$ cat config.mk
export PLATFORM = sky130hd
export DESIGN_NAME = mult_seq_ctrl
export DESIGN_NICKNAME = d
export VERILOG_FILES = /design/src/rtl/mult_pkg.sv /design/src/rtl/mult_shift_reg.sv /design/src/rtl/mult_seq_ctrl.sv
export SDC_FILE = /design/constraint.sdc
export NUM_CORES = 1
export LEC_CHECK = 0
export BUFFER_PORTS_ARGS = -buffer_cell sky130_fd_sc_hd__buf_4
export CAP_MARGIN = 10
export CORE_MARGIN = 4
export CORE_UTILIZATION = 40
export DETAILED_ROUTE_END_ITERATION = 7
export GPL_TIMING_DRIVEN = 0
export PLACE_DENSITY = 0.7
export REMOVE_ABC_BUFFERS = 1
export SETUP_SLACK_MARGIN = 0.5
export SYNTH_ARGS = -nofsm -noshare
export SYNTH_HDL_FRONTEND = slang
export SYNTH_SLANG_ARGS = --single-unit
$ cat constraint.sdc
create_clock -name Clk -period 1.85 [get_ports Clk]
set_input_delay 0.2775 -clock Clk [delete_from_list [all_inputs] [get_ports Clk]]
set_output_delay 0.2775 -clock Clk [all_outputs]
set_load 0.03 [all_outputs]
$ cat src/rtl/mult_pkg.sv
// Shared types and constants for the sequential add-shift multiplier.
package mult_pkg;

  localparam int unsigned WIDTH_DEFAULT = 8;
  localparam int unsigned LAST_ITER     = WIDTH_DEFAULT - 1;

  typedef enum logic [1:0] {
    IDLE,
    ADD,
    SHIFT,
    DONE
  } mult_state_t;

endpackage

$ cat src/rtl/mult_shift_reg.sv
// The {X, A, B} register: synchronous clear, parallel load of X/A and of B,
// and arithmetic right shift that keeps X.
module mult_shift_reg
  import mult_pkg::*;
#(
  parameter int unsigned WIDTH = WIDTH_DEFAULT
) (
  input  logic               clk,
  input  logic               clear,
  input  logic               load_ax,
  input  logic [WIDTH:0]     ax_in,
  input  logic               load_b,
  input  logic [WIDTH-1:0]   b_in,
  input  logic               shift,
  output logic [2*WIDTH:0]   q
);

  // Clear has priority, then shift, then the independent parallel loads.
  always_ff @(posedge clk) begin
    if (clear) begin
      q <= '0;
    end else if (shift) begin
      q <= {q[2*WIDTH], q[2*WIDTH:1]};
    end else begin
      if (load_ax) q[2*WIDTH:WIDTH] <= ax_in;
      if (load_b)  q[WIDTH-1:0]     <= b_in;
    end
  end

endmodule

$ cat src/rtl/mult_seq_ctrl.sv
// Add-shift controller for the signed multiplier; drives an external ripple adder.
// Define MULT_SEQ_SKIP_EN to fold the shift into ADD when B[0] is 0.
module mult_seq_ctrl
  import mult_pkg::*;
#(
  parameter int unsigned WIDTH = WIDTH_DEFAULT
) (
  input  logic                 Clk,
  input  logic                 Reset,
  input  logic                 start,
  input  logic [WIDTH-1:0]     multiplicand,
  input  logic [WIDTH-1:0]     multiplier,
  output logic [WIDTH:0]       add_x,
  output logic [WIDTH:0]       add_y,
  output logic                 add_cin,
  input  logic [WIDTH:0]       add_s,
  output logic [2*WIDTH-1:0]   product,
  output logic                 x_bit,
  output logic                 busy,
  output logic                 done
);

  localparam int unsigned CNT_W = (WIDTH > 1) ? $clog2(WIDTH) : 1;
  localparam logic [CNT_W-1:0] CNT_LAST = CNT_W'(WIDTH - 1);

  mult_state_t      state, state_nxt;
  logic [CNT_W-1:0] count, count_nxt;
  logic [WIDTH-1:0] s_reg;
  logic [2*WIDTH:0] xab;
  logic [WIDTH-1:0] a_reg, b_reg;
  logic [WIDTH:0]   ax_in;
  logic             load_ax, load_b, shift, last_iter, sub_step;

  assign a_reg     = xab[2*WIDTH-1:WIDTH];
  assign b_reg     = xab[WIDTH-1:0];
  assign last_iter = (count == CNT_LAST);
  assign sub_step  = (state == ADD) && last_iter;

  always_ff @(posedge Clk) begin
    if (Reset) begin
      state <= IDLE;
      count <= '0;
      s_reg <= '0;
    end else begin
      state <= state_nxt;
      count <= count_nxt;
      if (state == IDLE && start) s_reg <= multiplicand;
    end
  end

  always_comb begin
    state_nxt = state;
    count_nxt = count;
    load_ax   = 1'b0;
    load_b    = 1'b0;
    shift     = 1'b0;
    ax_in     = add_s;
    case (state)
      IDLE: begin
        if (start) begin
          state_nxt = ADD;
          count_nxt = '0;
          load_ax   = 1'b1;
          load_b    = 1'b1;
          ax_in     = '0;
        end
      end
      ADD: begin
        if (b_reg[0]) begin
          load_ax   = 1'b1;
          state_nxt = SHIFT;
        end else begin
`ifdef MULT_SEQ_SKIP_EN
          // X already equals A[msb] here, so the shift alone is equivalent.
          shift = 1'b1;
          if (last_iter) begin
            state_nxt = DONE;
          end else begin
            count_nxt = count + CNT_W'(1);
            state_nxt = ADD;
          end
`else
          load_ax   = 1'b1;
          ax_in     = {a_reg[WIDTH-1], a_reg};
          state_nxt = SHIFT;
`endif
        end
      end
      SHIFT: begin
        shift = 1'b1;
        if (last_iter) begin
          state_nxt = DONE;
        end else begin
          count_nxt = count + CNT_W'(1);
          state_nxt = ADD;
        end
      end
      DONE:    state_nxt = IDLE;
      default: state_nxt = IDLE;
    endcase
  end

  mult_shift_reg #(.WIDTH(WIDTH)) u_shift_reg (
    .clk     (Clk),
    .clear   (Reset),
    .load_ax (load_ax),
    .ax_in   (ax_in),
    .load_b  (load_b),
    .b_in    (multiplier),
    .shift   (shift),
    .q       (xab)
  );

  // Final iteration subtracts S to weight the multiplier sign bit negatively.
  assign add_x   = {a_reg[WIDTH-1], a_reg};
  assign add_y   = {s_reg[WIDTH-1], s_reg} ^ {(WIDTH+1){sub_step}};
  assign add_cin = sub_step;
  assign product = xab[2*WIDTH-1:0];
  assign x_bit   = xab[2*WIDTH];
  assign busy    = (state != IDLE);
  assign done    = (state == DONE);

endmodule

==> results of run 1 <==
## cell families (layout without fill, tap and decap cells)
group | after synthesis | after routing | share of synthesized area, %
XOR/XNOR | 8 | 8 | 4.48
multiplexers | 17 | 17 | 11.0
AND/OR/NAND/NOR | 66 | 67 | 22.9
adder cells (fa/ha/maj) | 2 | 2 | 1.60
flip-flops | 30 | 30 | 38.4
buffers and inverters | 25 | 94 | 11.6
AO/OA/AOI/OAI | 26 | 28 | 10.1
## report_power, final
part | switching, mW | internal (mW) | leakage [nW] | total [mW]
logic | 0.295 | 0.263 | 0.812 | 0.558
clock network | 0.254 | 0.574 | 0.0714 | 0.829
registers | 0.0487 | 0.695 | 0.249 | 0.743
total | 0.598 | 1.53 | 1.13 | 2.13
## cell usage in the layout (no fill, tap or decap), types with 4 or more instances in the layout
cell type / instances
nor4_2: 4
dfxtp_1: 26
buf_4: 68
a21oi_1: 11
nor3_1: 8
nor4_1: 4
mux2i_1: 16
nor2_1: 28
nand2b_1: 9
buf_6: 16
clkbuf_8: 6
a211oi_1: 8
xnor2_2: 7
## worst min path at each step
stage	from	end	slack, ns	cells after the start
6_report	multiplicand[0]	s_reg[0]$_SDFFE_PP0P_	0.23	3
5_1_grt	multiplicand[5]	s_reg[5]$_SDFFE_PP0P_	0.25	3
4_1_cts	multiplicand[5]	s_reg[5]$_SDFFE_PP0P_	0.23	3
3_5_place_dp	u_shift_reg.q[16]$_SDFFE_PP0P_	u_shift_reg.q[16]$_SDFFE_PP0P_	0.48	2
3_3_place_gp	count[1]$_SDFFE_PP0P_	count[1]$_SDFFE_PP0P_	0.47	2
2_1_floorplan	Reset	count[0]$_SDFFE_PP0P_	0.35	1
## Yosys cell counts
library cell	n	area, sq um
clkbuf_1	5	18.8
nand2_1	3	11.3
a21oi_1	12	60.1
nor2b_1	1	6.26
mux2_2	1	11.3
nor4_1	4	25.0
and3b_1	2	17.5
buf_2	1	5.00
nand2b_1	10	62.6
and2_1	1	6.26
nor3b_1	2	15.0
nor3_1	8	40.0
o21ba_1	1	10.0
dfxtp_1	30	601
buf_6	5	56.3
nor4_2	4	50.1
inv_1	1	3.75
nand3b_1	1	7.51
buf_4	13	97.6
o21ai_0	4	20.0
or2_2	1	6.26
nand2_2	1	6.26
mux2i_1	16	160
ha_1	2	25.0
xnor2_1	8	70.1
o21bai_1	1	7.51
nor2_1	28	105
a211oi_1	8	60.1
## final cells by class
| class | instances | area [sq um] | area share [%] |
|---|---|---|---|
| well taps | 48 | 60.1 | 2.39 |
| multi-input cells | 122 | 988 | 39.3 |
| inverters | 1 | 3.75 | 0.149 |
| clock inverters | 2 | 60.1 | 2.39 |
| clock buffers | 6 | 82.6 | 3.28 |
| flip-flops and latches | 30 | 611 | 24.3 |
| repair buffers | 85 | 711 | 28.2 |
## metal layers
metal | track usage, % | vias up
li1 | - | 736
met1 | 20.1 | 681
met2 | 28.1 | 43
met3 | 5.54 | 2
met4 | 4.38 | 0
met5 | 0 | -
## critical path: cells and delay by family (launching register included)
family	cells	cell delay (ns)
adder cells (fa/ha/maj)	2	0.32
XOR/XNOR	1	0.18
AND/OR/NAND/NOR	1	0.10
buffers and inverters	1	0.16
flip-flops	1	0.35
## per-stage QoR
step | hold slack (ns) | TNS, ns | utilization, % | cells | area [sq um]
finish | 0.230 | 0 | 67.7 | 294 | 2520
global route | 0.254 | 0 | 67.7 | 294 | 2520
CTS | 0.231 | 0 | 64.1 | 284 | 2380
detailed placement | 0.481 | -10.90 | 52.2 | 263 | 1940
global placement | 0.469 | -14.08 | 52.1 | 263 | 1940
floorplan | 0.347 | -2.16 | - | 150 | 1390
## timing repair
action | CTS | global route
setup buffers | 11 | 9
gates cloned | 2 | 1
pin swaps | 4 | 1
hold buffers | 0 | 0
setup endpoints to repair | 42 | 22
resized for setup | 44 | 16
==> metrics.yaml, run 1 <==
cap_violations: 0
cts_max_level: 2
track_usage_pct: 16.5
required_ns: 1.57
finalCritPeriodShare_pct: 90.1
rsz0062_at_grt: "true"
wl_met1_mm: 1.79
antenna_found_initial: 0
cts_sinks: 30
clockRootBuffer: "clkbuf_8"
ir_drop_mv: 0.570
die_area_sq_um: 4980
ys_types: 28
start_util_pct: 42.1
power_mw: 2.13
met2WireLength_mm: 2.18
fin_ws_ns: 0.182
crit_fanout: 5
die_w_microns: 70.6
nets: 275
min_path_type: "input port to flip-flop"
drc: 0
drt_pass1_iterations: 4
cts_tree: "done"
largest_reg_flops: 17
vias_per_cell: 4.97
fillCellCount: 318
leakagePower_nw: 1.13
crit_chain: "ha_4 -> ha_4 -> nand2_8 -> xnor2_4 -> buf_6"
critPathKind: "flip-flop to output pin"
r2r_cells: 7
syn_area_per_cell_sq_um: 9.00
rrSetupSlack_ns: 0.32
vias: 1462
num_rows: 22
netlist_instances: 174
dp_worst_setup_slack_ns: -0.490
hpwl_mm: 2.40
power.density_nw_per_um2: 847
ys_seq_area_share_pct: 38.4
crit_path_end_kind: "output pin"
skew_ns: 0.00987
path_common_cell: "ha_4"
clk_pin_slew_ns: 0.07
area_delta_synth_final_pct: 60.8
timing.rr.end: "count[2]$_SDFFE_PP0P_"
overflow: 0
status: "finished clean"
place_congestion: 0.682
cp_slowest_stage_delay_ns: 0.35
ys_seq_elements: 30
cp_slowest_cell: "dfxtp_2"
wl_per_cell_microns: 14.6
syn_area_sq_um: 1570
min_period_ns: 1.67
ys_warn_count: 0
slew_headroom_pct: 74.0
critPathArrivalTime_ns: 1.39
max_freq_ghz: 0.600
cp-start-kind: "flip-flop"
grt_pass1_vias: 1436
ant_nets: 0
clock_path_buffers: 2
grt_max_degree: 31
dr_wl_met3_microns: 291
drive_above_1_share_pct: 52.4
clk_latency_ns: 0.28
totalWireLength_mm: 4.29
setup_viol: 0
maxSlewViolCount: 0
diodes: 0
die_y_microns: 70.6
worstMarginPinSlew_ns: 0.389
grt_pass1_wl_mm: 6.70
pin_count: 66
crit_start: "count[1]$_SDFFE_PP0P_"
port_buffers: 65
core-area_sq_um: 3720
top_layer: "met4"
drtIter0Drc: 51
endpoint: "add_y[8]"
hold_viol: 0
cts_buffers: 5
r2r_start: "count[1]$_SDFFE_PP0P_"
Power figures use the tool's default switching activity.
==> run 2, diff against run 1 <==
Settings changed: CORE_UTILIZATION 40 to 47, PLACE_DENSITY 0.7 to 0.8.
==> metrics.yaml, run 2 (synthesis gave the netlist of run 1 again) <==
timing.rr.end: "count[2]$_SDFFE_PP0P_"  # unchanged
grt_max_degree: 31  # unchanged
die_area_sq_um: 4320  # was 4980 sq um
min_path_type: "input port to flip-flop"  # unchanged
cap_violations: 0  # unchanged
power.density_nw_per_um2: 676  # was 847 nW/um^2
r2r_cells: 7  # unchanged
ant_nets: 0  # unchanged
clk_pin_slew_ns: 0.09  # was 0.07 ns
overflow: 0  # unchanged
leakagePower_nw: 1.09  # was 1.13 nW
r2r_start: "count[0]$_SDFFE_PP0P_"  # was count[1]$_SDFFE_PP0P_
grt_pass1_wl_mm: 6.61  # was 6.70 mm
core-area_sq_um: 3130  # was 3720 sq um
vias: 1485  # was 1462
finalCritPeriodShare_pct: 96.9  # was 90.1%
cts_max_level: 2  # unchanged
critPathKind: "flip-flop to output pin"  # unchanged
hpwl_mm: 2.40  # about the same
crit_fanout: 6  # was 5
place_congestion: 0.645  # was 0.682
hold_buffers: 0  # unchanged
place_inst: 260  # was 263
place_area_sq_um: 1940  # about the same
drive_above_1_share_pct: 50.4  # was 52.4%
area_delta_synth_final_pct: 56.5  # was 60.8%
crit_path_end_kind: "output pin"  # unchanged
totalWireLength_mm: 4.18  # was 4.29 mm
path_common_cell: "ha_4"  # unchanged
final_cell_area_sq_um: 2450  # was 2520 sq um
wl_per_cell_microns: 14.5  # was 14.6 microns
nets: 274  # was 275
critPathArrivalTime_ns: 1.51  # was 1.39 ns
die_w_microns: 65.7  # was 70.6 microns
antenna_found_initial: 0  # unchanged
drt_pass1_iterations: 4  # unchanged
cp-start-kind: "flip-flop"  # unchanged
clock_path_buffers: 2  # unchanged
pin_count: 66  # unchanged
final_common_cell: "buf_4"  # unchanged
min_to: "s_reg[1]$_SDFFE_PP0P_"  # was s_reg[0]$_SDFFE_PP0P_
skew_ns: 0.0115  # was 0.00987 ns
power_mw: 1.66  # was 2.13 mW
min_period_ns: 1.79  # was 1.67 ns
hold_viol: 0  # unchanged
track_usage_pct: 19.5  # was 16.5%
grt_pass1_vias: 1427  # was 1436
vias_per_cell: 5.16  # was 4.97
clk_latency_ns: 0.34  # was 0.28 ns
maxSlewViolCount: 0  # unchanged
fin_ws_ns: 0.0576  # was 0.182 ns
crit_chain: "ha_4 -> ha_4 -> nand2_8 -> buf_8 -> xnor2_4 -> buf_6"  # was ha_4 -> ha_4 -> nand2_8 -> xnor2_4 -> buf_6
max_freq_ghz: 0.558  # was 0.600 GHz
required_ns: 1.57  # about the same
rrSetupSlack_ns: 0.34  # was 0.32 ns
port_buffers: 65  # unchanged
final_cell_mix: "buf_4 (62), nor2_1 (28), dfxtp_1 (26), buf_6 (22), mux2i_1 (16)"  # was buf_4 (68), nor2_1 (28), dfxtp_1 (26), mux2i_1 (16), buf_6 (16)
num_rows: 20  # was 22
diodes: 0  # unchanged
die_y_microns: 65.7  # was 70.6 microns
min_from: "multiplicand[1]"  # was multiplicand[0]
cp_slowest_cell: "dfxtp_2"  # unchanged
cts_buffers: 5  # unchanged
drtIter0Drc: 75  # was 51
ir_drop_mv: 0.359  # was 0.570 mV
stdcell_count: 288  # was 294
dp_worst_setup_slack_ns: -0.385  # was -0.490 ns
cp_slowest_stage_delay_ns: 0.35  # about the same
rsz0062_at_grt: "true"  # unchanged
slew_headroom_pct: 76.8  # was 74.0%
cts_tree: "done"  # unchanged
clockRootBuffer: "clkbuf_4"  # was clkbuf_8
cts_sinks: 30  # unchanged
hold_path_depth: 3  # unchanged
start_util_pct: 50.0  # was 42.1%
setup_viol: 0  # unchanged
status: "finished clean"  # unchanged
worstMarginPinSlew_ns: 0.348  # was 0.389 ns
drc: 0  # unchanged
largest_reg_flops: 17  # unchanged
-- run 2: final cells by class --
type                            instances  area (sq um)
Fill cell                             222           678
Multi-Input combinational cell        121          1000
Clock inverter                          2          10.0
Timing Repair Buffer                   85           728
Tap cell                               44          55.1
Inverter                                1          3.75
Sequential cell                        30           611
Clock buffer                            5          37.5
-- run 2: worst max-delay path, delay by kind of cell, from the launching register on --
| family | cells | cell delay (ns) |
|---|---|---|
| flip-flops | 1 | 0.35 |
| XOR/XNOR | 1 | 0.11 |
| buffers and inverters | 2 | 0.29 |
| AND/OR/NAND/NOR | 1 | 0.10 |
| adder cells (fa/ha/maj) | 2 | 0.33 |
-- run 2: how the worst max path moves through the flow --
stage | startpoint | to | slack [ns] | depth (start not counted)
finish | count[0]$_SDFFE_PP0P_ | add_y[2] | 0.06 | 6
global route | count[1]$_SDFFE_PP0P_ | add_y[2] | 0.007 | 6
CTS | count[1]$_SDFFE_PP0P_ | add_y[7] | 0.07 | 5
detailed placement | state[1]$_SDFFE_PP0P_ | u_shift_reg.q[12]$_SDFFE_PP0P_ | -0.39 | 3
global placement | state[1]$_SDFFE_PP0P_ | s_reg[0]$_SDFFE_PP0P_ | -0.55 | 3
floorplan | state[1]$_SDFFE_PP0P_ | add_y[7] | -0.46 | 3
-- run 2: report_power, final --
group,internal (mW),switching [mW]
Sequential,0.694,0.0513
Clock,0.136,0.224
Combinational,0.260,0.291
Total,1.09,0.566
-- run 2: what timing repair did --
item | in CTS | in global routing
gates resized for setup | 46 | 18
setup endpoints to repair | 42 | 39
gates cloned | 0 | 2
buffers inserted | 12 | 7
pin swaps | 3 | 4
-- run 2: layer usage --
metal  vias to the layer above  track usage, %  routed length, microns
li1                        730               -                       -
met1                       688            22.7                    1690
met2                        59            32.7                    2040
met3                         8            7.69                     397
met4                         0            5.96                      60
met5                         -               0                       0
-- run 2: metrics by stage --
stage | hold WS, ns | utilization, % | TNS [ns]
final | 0.174 | 78.3 | 0
after global routing | 0.169 | 78.3 | 0
after CTS | 0.170 | 72.8 | 0
after detailed placement | 0.477 | 62.0 | -8.71
after global placement | 0.468 | 61.7 | -12.38
after floorplan | 0.347 | - | -2.16
==> run 3, diff against run 2 <==
Settings changed: ABC_AREA set to 1, CORE_UTILIZATION 47 to 48, PLACE_DENSITY 0.8 to 0.81.
==> metrics.yaml, run 3 <==
grt_pass1_vias: 1662  # was 1427
cts_max_level: 2  # unchanged
min_period_ns: 1.80  # was 1.79 ns
yosys-top-cells-count: "nand2_1 (63), nor2_1 (57), inv_1 (31), dfxtp_1 (30), o21ai_0 (18)"  # was dfxtp_1 (30), nor2_1 (28), mux2i_1 (16), buf_4 (13), a21oi_1 (12)
drtIter0Drc: 305  # was 75
grt_max_degree: 22  # was 31
num_rows: 20  # unchanged
skew_ns: 0.0263  # was 0.0115 ns
status: "finished clean"  # unchanged
port_buffers: 65  # unchanged
clk_latency_ns: 0.36  # was 0.34 ns
final_common_cell: "buf_4"  # unchanged
clockRootBuffer: "clkbuf_4"  # unchanged
cts_sinks: 30  # unchanged
min_to: "s_reg[5]$_SDFFE_PP0P_"  # was s_reg[1]$_SDFFE_PP0P_
vias: 2093  # was 1485
grt_pass1_wl_mm: 7.40  # was 6.61 mm
setup_viol: 0  # unchanged
area_delta_synth_final_pct: 64.7  # was 56.5%
synth_most_common_cell: "nand2_1"  # was dfxtp_1
required_ns: 1.57  # about the same
p_sw_mw: 0.828  # was 0.566 mW
async_flop_share_pct: 0  # unchanged
maxSlewViolCount: 0  # unchanged
p_seq_share_pct: 38.3  # was 45.0%
finalCritPeriodShare_pct: 97.5  # was 96.9%
netlist_instances: 251  # was 174
cts_buffers: 5  # unchanged
cp-start-kind: "flip-flop"  # unchanged
hold_viol: 0  # unchanged
synthFlopType: "dfxtp_1"  # unchanged
sw_frac_of_total_pct: 40.6  # was 34.2%
combPwrFrac_pct: 39.9  # was 33.3%
largest_reg_flops: 17  # unchanged
slew_headroom_pct: 56.8  # was 76.8%
rsz0062_at_grt: "true"  # unchanged
critPathKind: "flip-flop to output pin"  # unchanged
min_from: "multiplicand[5]"  # was multiplicand[1]
cts_tree: "done"  # unchanged
core-area_sq_um: 3150  # was 3130 sq um
stdcell_count: 376  # was 288
place_inst: 343  # was 260
clock_path_buffers: 2  # unchanged
regArea_sq_um: 611  # unchanged
synth_edf_count: 0  # unchanged
cap_violations: 0  # unchanged
ys_seq_elements: 30  # unchanged
ys_warn_count: 0  # unchanged
diodes: 0  # unchanged
drc: 0  # unchanged
die_area_sq_um: 4380  # was 4320 sq um
hold_buffers: 0  # unchanged
synth_top_area_share_pct: 36.9  # was 38.4%
syn_area_sq_um: 1630  # was 1570 sq um
syn_area_per_cell_sq_um: 6.48  # was 9.00 sq um
clk_pin_slew_ns: 0.12  # was 0.09 ns
r2r_start: "state[0]$_SDFFE_PP0P_"  # was count[0]$_SDFFE_PP0P_
ys_seq_area_share_pct: 36.9  # was 38.4%
pin_count: 66  # unchanged
nets: 361  # was 274
drive_above_1_share_pct: 44.9  # was 50.4%
ys_types: 18  # was 28
synth_top_cells_by_area: "dfxtp_1 (37%), nand2_1 (15%), nor2_1 (13%)"  # was dfxtp_1 (38%), mux2i_1 (10%), nor2_1 (6.7%)
track_usage_pct: 21.9  # was 19.5%
power.density_nw_per_um2: 762  # was 676 nW/um^2
ant_nets: 0  # unchanged
die_w_microns: 66.2  # was 65.7 microns
critPathArrivalTime_ns: 1.53  # was 1.51 ns
multi_input_area_sq_um: 1060  # was 1000 sq um
rrSetupSlack_ns: 0.24  # was 0.34 ns
antenna_found_initial: 0  # unchanged
fillCellCount: 179  # was 222
worstMarginPinSlew_ns: 0.648  # was 0.348 ns
drt_pass1_iterations: 5  # was 4
holdWs_ns: 0.162  # was 0.174 ns
final_cell_mix: "buf_4 (67), nand2_1 (52), nor2_1 (47), dfxtp_1 (26), inv_1 (25)"  # was buf_4 (62), nor2_1 (28), dfxtp_1 (26), buf_6 (22), mux2i_1 (16)
ir_drop_mv: 0.571  # was 0.359 mV
crit_fanout: 4  # was 6
place_congestion: 0.726  # was 0.645
yosysTopAreaCell: "dfxtp_1"  # unchanged
totalWireLength_mm: 6.99  # was 4.18 mm
crit_path_end_kind: "output pin"  # unchanged
leakagePower_nw: 1.38  # was 1.09 nW
vias_per_cell: 5.57  # was 5.16
overflow: 0  # unchanged
min_path_type: "input port to flip-flop"  # unchanged
hpwl_mm: 2.77  # was 2.40 mm
r2r_cells: 10  # was 7
start_util_pct: 51.6  # was 50.0%
wl_per_cell_microns: 18.6  # was 14.5 microns
hold_path_depth: 3  # unchanged
power.internal_mw: 1.21  # was 1.09 mW
power_frac_clock_pct: 21.9  # was 21.7%
timing.rr.end: "u_shift_reg.q[12]$_SDFFE_PP0P_"  # was count[2]$_SDFFE_PP0P_
die_y_microns: 66.2  # was 65.7 microns
power_mw: 2.04  # was 1.66 mW
max_freq_ghz: 0.555  # was 0.558 GHz
[run 3: cell types whose count changed in the layout (fill, tap and decap cells not counted), sizes merged, moves of 4 or more]
cell / change
a211oi: -8
inv: +28
mux2i: -16
nand2: +66
nand2b: -10
nand3: +4
nor2: +30
nor3: -8
nor4: -8
o21ai: +14
[run 3: final cells by class]
class | instances | share of cell area [%]
Clock inverter | 1 | 0.187
Sequential cell | 30 | 22.8
Tap cell | 44 | 2.06
Clock buffer | 7 | 2.06
Inverter | 32 | 5.09
Timing Repair Buffer | 88 | 28.2
Multi-Input combinational cell | 174 | 39.7
[run 3: power groups by stage]
stage | Combinational (mW) | Clock [mW] | Sequential [mW]
floorplan | 0.249 | 0 | 0.892
global placement | 0.583 | 0 | 0.773
detailed placement | 0.592 | 0 | 0.775
CTS | 0.633 | 0.411 | 0.767
global route | 0.854 | 0.478 | 0.787
finish | 0.813 | 0.446 | 0.780
[run 3: how the worst max path moves through the flow]
stage / endpoint / from / cells past startpoint / slack (ns)
2_1_floorplan: add_y[7] / count[0]$_SDFFE_PP0P_ / 4 / -0.22
3_3_place_gp: u_shift_reg.q[14]$_SDFFE_PP0P_ / state[0]$_SDFFE_PP0P_ / 8 / -0.09
3_5_place_dp: u_shift_reg.q[14]$_SDFFE_PP0P_ / state[0]$_SDFFE_PP0P_ / 8 / -0.10
4_1_cts: add_y[5] / count[0]$_SDFFE_PP0P_ / 5 / 0.14
5_1_grt: add_y[4] / state[1]$_SDFFE_PP0P_ / 6 / -0.009
6_report: add_y[4] / state[1]$_SDFFE_PP0P_ / 6 / 0.05
[run 3: repair_timing]
item                                    CTS  global route
resized for setup                        33            65
pin swaps                                 3            27
hold endpoints to repair                  0             0
cloned                                    1             2
setup buffers                             8            14
endpoints found under the setup margin   33            41
[run 3: cell families (layout without fill, tap and decap cells)]
logic type	count (synthesis)	in the layout	share of synthesized area (%)
AO/OA/AOI/OAI	32	32	9.85
AND/OR/NAND/NOR	130	132	31.8
adder cells (fa/ha/maj)	2	2	1.54
flip-flops	30	30	36.9
buffers and inverters	49	128	15.5
XOR/XNOR	8	8	4.31
[run 3: routing by layer]
layer  track usage [%]  vias to the layer above  share of wire, %  wire [microns]
met5                 0                        -                 0               0
met4              12.4                        0               5.8             409
met3              5.61                       44               9.6             669
met2              38.0                      163                48            3380
met1              23.7                      977                36            2530
li1                  -                      909                 -               -
[run 3: critical path: stages, from the launching register on]
cell,delay [ns]
dfxtp_4,0.38
inv_2,0.11
nand2_4,0.08
inv_4,0.12
nand2_4,0.10
xnor2_1,0.17
buf_4,0.19
[run 3: stage by stage]
| stage | TNS (ns) | setup slack [ns] | cell area (sq um) | utilization [%] |
|---|---|---|---|---|
| finish | 0 | 0.0468 | 2680 | 85.0 |
| global route | -0.00949 | -0.00949 | 2680 | 85.0 |
| CTS | 0 | 0.140 | 2300 | 73.0 |
| detailed placement | -1.00 | -0.103 | 2040 | 64.6 |
| global placement | -0.716 | -0.0946 | 2040 | 64.6 |
| floorplan | -0.439 | -0.220 | 1490 | - |
